[src/rtl/mem_port_arbiter.sv]
// Shared instruction/data memory port arbiter: serialises MEM-stage and IF-stage
// accesses over one req/ack RAM port and stalls the pipeline until both complete.
`timescale 1ns/1ps
module mem_port_arbiter #(
  parameter int unsigned CNT_W = 16
) (
  input  logic             clk_i,
  input  logic             rst_i,
  input  logic             if_req_i,
  input  logic [31:0]      if_addr_i,
  input  logic             mem_rd_i,
  input  logic             mem_wr_i,
  input  logic [31:0]      mem_addr_i,
  input  logic [31:0]      mem_wdata_i,
  output logic             ram_req_o,
  output logic             ram_we_o,
  output logic [31:0]      ram_addr_o,
  output logic [31:0]      ram_wdata_o,
  input  logic [31:0]      ram_rdata_i,
  input  logic             ram_ack_i,
  output logic [31:0]      if_inst_o,
  output logic [31:0]      mem_rdata_o,
  output logic             stall_o,
  output logic [CNT_W-1:0] stall_cnt_o
);

  typedef enum logic [1:0] {
    GNT_NONE = 2'd0,
    GNT_DATA = 2'd1,
    GNT_INST = 2'd2
  } gnt_e;

  gnt_e             gnt_q;
  gnt_e             gnt_cur;
  logic             d_done_q;
  logic             i_done_q;
  logic [31:0]      data_hold_q;
  logic [31:0]      inst_hold_q;
  logic [CNT_W-1:0] stall_cnt_q;

  logic dreq;
  logic ireq;
  logic d_pend;
  logic i_pend;
  logic ack_d;
  logic ack_i;
  logic d_ok;
  logic i_ok;
  logic stall;

  // Requests are masked by reset so every combinational output is quiet while rst_i is low.
  always_comb begin
    dreq    = rst_i & (mem_rd_i | mem_wr_i);
    ireq    = rst_i & if_req_i;
    d_pend  = dreq & ~d_done_q;
    i_pend  = ireq & ~i_done_q;

    gnt_cur = gnt_q;
    if (!rst_i) begin
      gnt_cur = GNT_NONE;
    end else if (gnt_q == GNT_NONE) begin
      if (d_pend) begin
        gnt_cur = GNT_DATA;
      end else if (i_pend) begin
        gnt_cur = GNT_INST;
      end
    end

    ack_d = ram_ack_i & (gnt_cur == GNT_DATA);
    ack_i = ram_ack_i & (gnt_cur == GNT_INST);
    d_ok  = ~dreq | d_done_q | ack_d;
    i_ok  = ~ireq | i_done_q | ack_i;
    stall = ~(d_ok & i_ok);
  end

  always_comb begin
    ram_req_o   = (gnt_cur != GNT_NONE);
    ram_we_o    = (gnt_cur == GNT_DATA) & mem_wr_i;
    ram_addr_o  = '0;
    ram_wdata_o = '0;
    case (gnt_cur)
      GNT_DATA: begin
        ram_addr_o  = mem_addr_i;
        ram_wdata_o = mem_wdata_i;
      end
      GNT_INST: ram_addr_o = if_addr_i;
      default: ;
    endcase

    mem_rdata_o = (ack_d & ~mem_wr_i) ? ram_rdata_i : data_hold_q;
    if_inst_o   = ack_i ? ram_rdata_i : inst_hold_q;
    stall_o     = stall;
    stall_cnt_o = stall_cnt_q;
  end

  // Done flags set on ack are overridden by the advance clear when that same edge releases the stall.
  always_ff @(posedge clk_i or negedge rst_i) begin
    if (!rst_i) begin
      gnt_q       <= GNT_NONE;
      d_done_q    <= 1'b0;
      i_done_q    <= 1'b0;
      data_hold_q <= '0;
      inst_hold_q <= '0;
      stall_cnt_q <= '0;
    end else begin
      if (ram_ack_i && gnt_cur != GNT_NONE) begin
        gnt_q <= GNT_NONE;
      end else begin
        gnt_q <= gnt_cur;
      end

      if (ack_d) begin
        d_done_q <= 1'b1;
        if (!mem_wr_i) begin
          data_hold_q <= ram_rdata_i;
        end
      end
      if (ack_i) begin
        i_done_q    <= 1'b1;
        inst_hold_q <= ram_rdata_i;
      end

      if (!stall) begin
        d_done_q <= 1'b0;
        i_done_q <= 1'b0;
      end

      if (stall && stall_cnt_q != '1) begin
        stall_cnt_q <= stall_cnt_q + CNT_W'(1);
      end
    end
  end

  a_req_stable: assert property (
    @(posedge clk_i) disable iff (!rst_i)
    (ram_req_o && !ram_ack_i) |=> (ram_req_o && ram_we_o == $past(ram_we_o)
                                   && ram_addr_o == $past(ram_addr_o))
  );

endmodule

[config.mk]
export PLATFORM = sky130hd
export DESIGN_NAME = mem_port_arbiter
export DESIGN_NICKNAME = d
export VERILOG_FILES = /design/src/rtl/mem_port_arbiter.sv
export SDC_FILE = /design/constraint.sdc
export NUM_CORES = 1
export LEC_CHECK = 0
export CORE_MARGIN = 8
export CORE_UTILIZATION = 30
export DETAILED_ROUTE_END_ITERATION = 8
export PLACE_DENSITY = 0.66
export SLEW_MARGIN = 0
export SYNTH_ARGS = -nofsm -noshare
export SYNTH_HDL_FRONTEND = slang
export SYNTH_SLANG_ARGS = --single-unit
[constraint.sdc]
create_clock -name clk_i -period 7.19 [get_ports clk_i]
set_clock_uncertainty 0.15 [all_clocks]
set_input_delay 0.719 -clock clk_i [delete_from_list [all_inputs] [get_ports clk_i]]
set_output_delay 0.719 -clock clk_i [all_outputs]
set_load 0.05 [all_outputs]
Word-level counts from Yosys, hierarchy flattened. Index checks and enable logic that the tools add are counted.

Add/subtract/negate cells: 1. Eq/ne operators: 3. Multiplexer cells: 13. Bitwise logic cells: 20. Reductions and logical operators: 7.

Operators with widths (number): $mux 32 (3); $pmux 32 s2 (1); $add 16x1->16 const B (1); $ne 16x16->1 const B (1); $mux 2 (5); $and 1x1->1 (9); $not 1->1 (6); $reduce_bool 2->1 (3); $or 1x1->1 (5); $mux 1 (4); $eq 2x1->1 const B (1); $eq 2x2->1 const B (1); $logic_and 1x1->1 (2); $logic_not 2->1 (1); $reduce_and 2->1 (1).

Bits in registers: 84. Input port bits: 134. Logic and storage cells: 50.

Logic depth before layout (Yosys ltp). Gate-level depths: netlist of the first run.

Depth in word-level cells: 12. Depth in mapped cells: 11. Gate-level depth less buffers: 9.

Least setup slack after synthesis of the first run. Ideal clock, no wire load.

Path type: input -> output. Start: input port mem_wr_i. End: output port ram_addr_o[0]. Data arrival time: 2.908 ns. Data required time: 6.321 ns. Slack: 3.413 ns. Stages on the path: 9. Path buffers: 2. Path through: or2_1 > a2111oi_0 > o21ai_1 > inv_1 > ha_1 > buf_2 > clkbuf_1 > a22oi_1 > nor2_1.

Word-level cells in the longest chain between the ends: 8. Elaborated cells between the ends (all ways): 9. Classes of those cells: eq/ne (2); mux (4); bitwise (3).

Ends and longest elaborated chain: start: declaration (RTL line 12) `input logic mem_wr_i,`; $or 1x1->1 (*) (RTL line 53) `dreq = rst_i & (mem_rd_i | mem_wr_i);`; $and 1x1->1 (*) (RTL line 53); $and 1x1->1 (*) (RTL line 55) `d_pend = dreq & ~d_done_q;`; $mux 2 (*) (RTL line 62) `if (d_pend) begin`; $mux 2 (*) (RTL line 61) `end else if (gnt_q == GNT_NONE) begin`; $mux 2 (*) (RTL line 59) `if (!rst_i) begin`; $eq 2x2->1 / $eq 2x1->1 (equally long branches) (RTL line 81) `case (gnt_cur)`; $pmux 32 s2 (*) (RTL line 81); end: declaration (RTL line 17) `output logic [31:0] ram_addr_o,`.

Every way passes the cells marked *; elsewhere a longest branch is shown, timed or not.

Final worst setup path of the first run.
Start: input port mem_wr_i. End: output port mem_rdata_o[0].

Word-level cells in the longest chain between the ends: 10. Elaborated cells between the ends (all ways): 11. Classes of those cells: eq/ne (1); mux (4); bitwise (6).

Ends and longest elaborated chain: $or 1x1->1 (RTL line 53); $and 1x1->1 (RTL line 53); $and 1x1->1 (RTL line 55); $mux 2 (RTL line 62); $mux 2 (RTL line 61); $mux 2 (RTL line 59); $eq 2x1->1 (RTL line 69) `ack_d = ram_ack_i & (gnt_cur == GNT_DATA);`; $and 1x1->1 (RTL line 69); $and 1x1->1 (*) (RTL line 90) `mem_rdata_o = (ack_d & ~mem_wr_i) ? ram_rdata_i : data_hold_q;`; $mux 32 (*) (RTL line 90); end: declaration (RTL line 22) `output logic [31:0] mem_rdata_o,`.

Marked as above.

==> flow_metrics.env, run 1 <==
export IMPL_synthCells=351
export IMPL_root_buffer="clkbuf_16"
export IMPL_cp_arrival_ns=4.98
export IMPL_final_common_cell="clkdlybuf4s50_1"
export IMPL_grt_max_degree=68
export IMPL_drive_above_1_share_pct=14.79
export IMPL_worst_setup_path_end_kind="output pin"
export IMPL_num_rows=43
export IMPL_crit_required_ns=6.32
export IMPL_dp_cells=790
export IMPL_synth_distinct_cells=36
export IMPL_pre_cts_slack_ns=1.290
export IMPL_critPathMaxFanout=67
export IMPL_syn_num_nets=489
export IMPL_fin_util_pct=53.53
export IMPL_core_sq_mm=0.01388
export IMPL_max_slew_margin_pct=25.63
export IMPL_ir_drop_mv=0.2330
export IMPL_busiest_layer="met2"
export IMPL_ant_nets=0
export IMPL_place_detailed_hpwl_mm=12.49
export IMPL_syn2layout_area_growth_pct=73.96
export IMPL_cts_inserted_buffers=9
export IMPL_drt_iter0_markers=199
export IMPL_cts_resized=0
export IMPL_initial_core_util_pct=30.77
export IMPL_io_pins=281
export IMPL_diodes=0
export IMPL_setup_ws_ns=1.340
export IMPL_hold_viol=0
export IMPL_portBuffers=280
export IMPL_grt_pass1_wl_mm=24.23
export IMPL_postCtsHoldBufs=0
export IMPL_drc_errors=0
export IMPL_timing_final_crit_share_pct=81.36
export IMPL_grt_pass1_vias=3942
export IMPL_drv_slew=0
export IMPL_synth_area_sq_mm=0.004272
export IMPL_cts_sinks=84
export IMPL_yosysSeqAreaShare_pct=49.21
export IMPL_period_minus_slack_ns=5.850
export IMPL_setup_viol=0
export IMPL_viasPerCell=4.724
export IMPL_finalSetupTns_ns=0
export IMPL_first_pass_iters=5
export IMPL_h_tree_depth=3
export IMPL_clkTransAtPathRegs_ns=0.06
export IMPL_fmax_ghz=0.1709
export IMPL_dieArea_sq_mm=0.01831
export IMPL_synth_top_area_share_pct=49.21
export IMPL_worst_slew_pin_slew_ns=1.116
export IMPL_drv_cap=0
export IMPL_die_width_microns=135.3
export IMPL_track_usage_pct=17.02
export IMPL_antenna_found_initial=0
export IMPL_wire_per_inst_microns=19.99
export IMPL_drt_total_wl_mm=16.03
export IMPL_synthTopCellsByArea="dfrtp_1, mux2_4, mux2_2"
export IMPL_gp_congestion=0.8024
export IMPL_nets=759
export IMPL_hp_class="in2async"
export IMPL_ys_warn_count=0
export IMPL_seq_area_sq_mm=0.002102
export IMPL_synth_top_cell_by_area="dfrtp_1"
export IMPL_syn_avg_cell_area_sq_um=12.17
export IMPL_fin_cells=802
export IMPL_die_h_microns=135.3
export IMPL_met3_usage_pct=6.936
export IMPL_grt_util_met1_pct=20.53
export IMPL_use_met2_pct=28.06
export IMPL_final_cell_mix="clkdlybuf4s50_1, dfrtp_1, nor2_1"
export IMPL_p_per_area_mw_per_mm2=333.4
export IMPL_crit_type="in2out"
export IMPL_overflow=0
export IMPL_insertion_delay_ns=0.33
export IMPL_post_cts_buffers=0
export IMPL_finalPower_mw=2.478
export IMPL_fill_cells=1235
export IMPL_start_kind="input pin"
export IMPL_rsz0062_at_grt="no"
export IMPL_status="finished clean"
export IMPL_cts_path_max_buffers=2
export IMPL_vias=3789
export IMPL_multi_input_area_sq_mm=0.002023
export IMPL_synth_seq_cells=84
export IMPL_cts_tree="yes"
export IMPL_p_leak_nw=3.094
==> per-layer routing <==
metal	vias up	share of wire (%)	wire length, microns
met4	0	0.90	144
li1	1762	-	-
met2	141	48	7736
met5	-	0	0
met1	1873	42	6709
met3	13	9.0	1444
==> stage by stage <==
stage | hold WS, ns | area [sq um]
floorplan | 0.2734 | 4272
global placement | 0.3224 | 7184
detailed placement | 0.3279 | 7184
CTS | 0.2066 | 7431
global route | 0.2289 | 7431
finish | 0.1979 | 7431
==> layout make-up <==
cell class | count | area share, %
Tap cell | 180 | 3.031
Timing Repair Buffer | 282 | 37.89
Multi-Input combinational cell | 239 | 27.23
Clock buffer | 12 | 3.317
Sequential cell | 84 | 28.29
Inverter | 5 | 0.2526
==> power breakdown <==
group	internal, mW	leakage, nW	switching (mW)	total [mW]
Combinational	0.508	1.95	0.861	1.37
Sequential	0.621	1.02	0.0895	0.711
Clock	0.236	0.120	0.162	0.398
==> registers in the layout, indices dropped and copies added, names as in the netlist <==
register	flops
stall_cnt_o	16
d_done_q	1
i_done_q	1
data_hold_q	32
gnt_q	2
inst_hold_q	32
==> cells in the mapped netlist (all sizes together) <==
cell and number:
dfrtp 84, mux2 66, nor2 37, and2 34
a22oi 32, xor2 14, clkbuf 13, buf 10
nand2 10, nor3 8, nand4 6, inv 5
nor4 5, ha 4, or2 4, a21oi 3
nand3 3, and4 2, nor4b 2, o21ai 2
a2111oi 1, a32oi 1, and2b 1, and3b 1
nand2b 1, nor3b 1, o211ai 1
==> final timing paths <==
kind | start | end | slack (ns) | cells past startpoint
min | rst_i | stall_cnt_o[14] | 0.20 | 1
min reg2reg | inst_hold_q[15] | inst_hold_q[15] | 0.34 | 1
max | mem_wr_i | mem_rdata_o[0] | 1.34 | 9
max reg2reg | d_done_q | data_hold_q[0] | 3.47 | 8
min in group clk_i | inst_hold_q[15] | inst_hold_q[15] | 0.34 | 1
max in group asynchronous | rst_i | data_hold_q[1] | 5.66 | 2
==> logic make-up (layout without fill, tap and decap cells) <==
group	count (synthesis)	count (layout)	share of synthesized area (%)
DFF	84	84	49.21
muxes	66	66	20.12
AOI/OAI and AO/OA	40	40	7.235
buffers and inverters	28	299	3.486
and+or+nand+nor	115	115	15.91
adders and majority gates	4	4	1.172
xor gates and xnor gates	14	14	2.871
==> critical path, stage by stage <==
cell             delay, ns
clkdlybuf4s50_1       0.50
or2_1                 0.19
a2111oi_0             0.12
o21ai_1               0.25
ha_2                  0.94
nand2_1               0.28
or2_2                 0.74
mux2_1                0.50
clkdlybuf4s50_1       0.71
(Power assumes the default switching activity.)
==> run 2: changes to the inputs <==
--- a/config.mk
+++ b/config.mk
@@ -8,7 +8,7 @@
 export CORE_MARGIN = 8
 export CORE_UTILIZATION = 30
 export DETAILED_ROUTE_END_ITERATION = 8
-export PLACE_DENSITY = 0.66
+export PLACE_DENSITY = 0.69
 export SLEW_MARGIN = 0
 export SYNTH_ARGS = -nofsm -noshare
 export SYNTH_HDL_FRONTEND = slang
==> constraint.sdc (replaced) <==
create_clock -name clk_i -period 5.2 [get_ports clk_i]
set_clock_uncertainty 0.15 [all_clocks]
set_input_delay 0.52 -clock clk_i [delete_from_list [all_inputs] [get_ports clk_i]]
set_output_delay 0.52 -clock clk_i [all_outputs]
set_load 0.05 [all_outputs]
==> flow_metrics.env, run 2 (same netlist as run 1, synthesis figures left out) <==
export IMPL_status="finished clean"
export IMPL_fin_hold_ws_ns=0.3391
export IMPL_crit_required_ns=4.53
export IMPL_rr_startpoint="d_done_q"
export IMPL_die_h_microns=135.3
export IMPL_fill_cells=1186
export IMPL_hold_viol=0
export IMPL_first_pass_iters=4
export IMPL_max_slew_margin_pct=29.04
export IMPL_cp_slowest_cell="buf_4"
export IMPL_drv_cap=0
export IMPL_crit_type="in2out"
export IMPL_cts_sinks=84
export IMPL_crit_cells=10
export IMPL_worst_setup_path_end_kind="output pin"
export IMPL_drt_iter0_markers=155
export IMPL_drv_slew=0
export IMPL_portBuffers=280
export IMPL_path_delay_family="buffers and inverters"
export IMPL_ant_nets=0
export IMPL_period_minus_slack_ns=4.533
export IMPL_final_cell_mix="clkdlybuf4s50_1, dfrtp_1, buf_4"
export IMPL_diodes=0
export IMPL_cts_inserted_buffers=9
export IMPL_r2r_setup_slack_ns=1.98
export IMPL_finalPower_mw=3.726
export IMPL_viasPerCell=4.656
export IMPL_vias=3767
export IMPL_r2r_end="data_hold_q[31]"
export IMPL_cp_num_buf_inv=3
export IMPL_drt_total_wl_mm=15.83
export IMPL_cp_cell_sequence="clkdlybuf4s50_1, or2_1, a2111oi_0, o21ai_1, ha_2, nand2_1, or2_2, buf_4, mux2_1, buf_4"
export IMPL_post_cts_buffers=0
export IMPL_postCtsHoldBufs=0
export IMPL_setup_viol=0
export IMPL_cp_arrival_ns=3.86
export IMPL_fin_util_pct=55.90
export IMPL_clkTransAtPathRegs_ns=0.06
export IMPL_p_per_area_mw_per_mm2=480.3
export IMPL_cts_resized=0
export IMPL_hp_class="in2async"
export IMPL_crit_end="mem_rdata_o[31]"
export IMPL_dieArea_sq_mm=0.01831
export IMPL_track_usage_pct=17.20
export IMPL_h_tree_depth=3
export IMPL_cts_path_max_buffers=2
export IMPL_place_detailed_hpwl_mm=12.49
export IMPL_grt_max_degree=86
export IMPL_worst_slew_pin_slew_ns=1.064
export IMPL_nets=763
export IMPL_initial_core_util_pct=30.77
export IMPL_die_width_microns=135.3
export IMPL_cpMostUsedCell="buf_4"
export IMPL_rsz0062_at_grt="no"
export IMPL_p_leak_nw=3.351
export IMPL_io_pins=281
export IMPL_cpPeakStageDelay_ns=0.48
export IMPL_insertion_delay_ns=0.33
export IMPL_antenna_found_initial=0
export IMPL_ir_drop_mv=0.3268
export IMPL_critPathMaxFanout=40
export IMPL_timing_final_crit_share_pct=87.17
export IMPL_wire_per_inst_microns=19.57
export IMPL_root_buffer="clkbuf_16"
export IMPL_finalSetupTns_ns=0
export IMPL_start_kind="input pin"
export IMPL_cts_tree="yes"
export IMPL_r2r_cells=8
export IMPL_num_rows=43
export IMPL_fmax_ghz=0.2206
export IMPL_final_common_cell="clkdlybuf4s50_1"
export IMPL_core_sq_mm=0.01388
export IMPL_grt_pass1_vias=4117
export IMPL_overflow=0
export IMPL_multi_input_area_sq_mm=0.002023
export IMPL_drive_above_1_share_pct=26.23
export IMPL_grt_pass1_wl_mm=24.43
export IMPL_drc_errors=0
export IMPL_syn2layout_area_growth_pct=81.63
export IMPL_gp_congestion=0.7888
export IMPL_worstSetupStartpoint="mem_wr_i"
export IMPL_seq_area_sq_mm=0.002102
run 2: changes by cell type in the layout (fill, tap and decap cells not counted), sizes merged:
| cell | change |
|---|---|
| buf | +69 |
| clkbuf | -2 |
| clkdlybuf4s50 | -65 |
| clkinv | +2 |
| bufinv | +2 |
| clkinvlp | +1 |
run 2: worst min path at each step:
stage / from / endpoint / slack (ns)
5_1_grt: data_hold_q[0] / data_hold_q[0] / 0.35
4_1_cts: data_hold_q[0] / data_hold_q[0] / 0.34
2_1_floorplan: rst_i / d_done_q / 0.07
6_report: rst_i / d_done_q / 0.34
3_3_place_gp: data_hold_q[0] / data_hold_q[0] / 0.32
3_5_place_dp: data_hold_q[0] / data_hold_q[0] / 0.33
run 2: metal layers:
metal	up-vias	wire length (microns)	global-route usage, %
li1	1777	-	-
met1	1842	6592	21.27
met2	132	7933	28.56
met3	16	1156	5.415
met4	0	150	4.072
met5	-	0	0
run 2: worst register-to-register path, delay by kind of cell (launching register included):
kind	cells	cell delay [ns]
adders and majority gates	1	0.62
DFF	1	0.38
muxes	1	0.45
buffers and inverters	1	0.30
AOI/OAI and AO/OA	2	0.39
and+or+nand+nor	3	0.80
run 2: through the flow:
step | instance area, sq um | cells | worst slack [ns]
after floorplan | 4272 | 351 | 1.821
after global placement | 7452 | 794 | 0.8124
after detailed placement | 7452 | 794 | 0.6273
after CTS | 7759 | 809 | 0.6297
after global routing | 7759 | 809 | 0.3431
final | 7759 | 809 | 0.6671
run 2: report_power, final:
| group | switching, mW | total, mW | internal [mW] |
|---|---|---|---|
| sequential | 0.122 | 0.981 | 0.859 |
| clock | 0.248 | 0.664 | 0.416 |
| combinational | 1.23 | 2.08 | 0.853 |
run 2: layout make-up:
| type | count | share of cell area, % |
|---|---|---|
| Clock inverter | 5 | 0.9998 |
| Clock buffer | 10 | 2.951 |
| Inverter | 5 | 0.2419 |
| Tap cell | 180 | 2.903 |
| Sequential cell | 84 | 27.09 |
| Timing Repair Buffer | 286 | 39.74 |
| Multi-Input combinational cell | 239 | 26.08 |
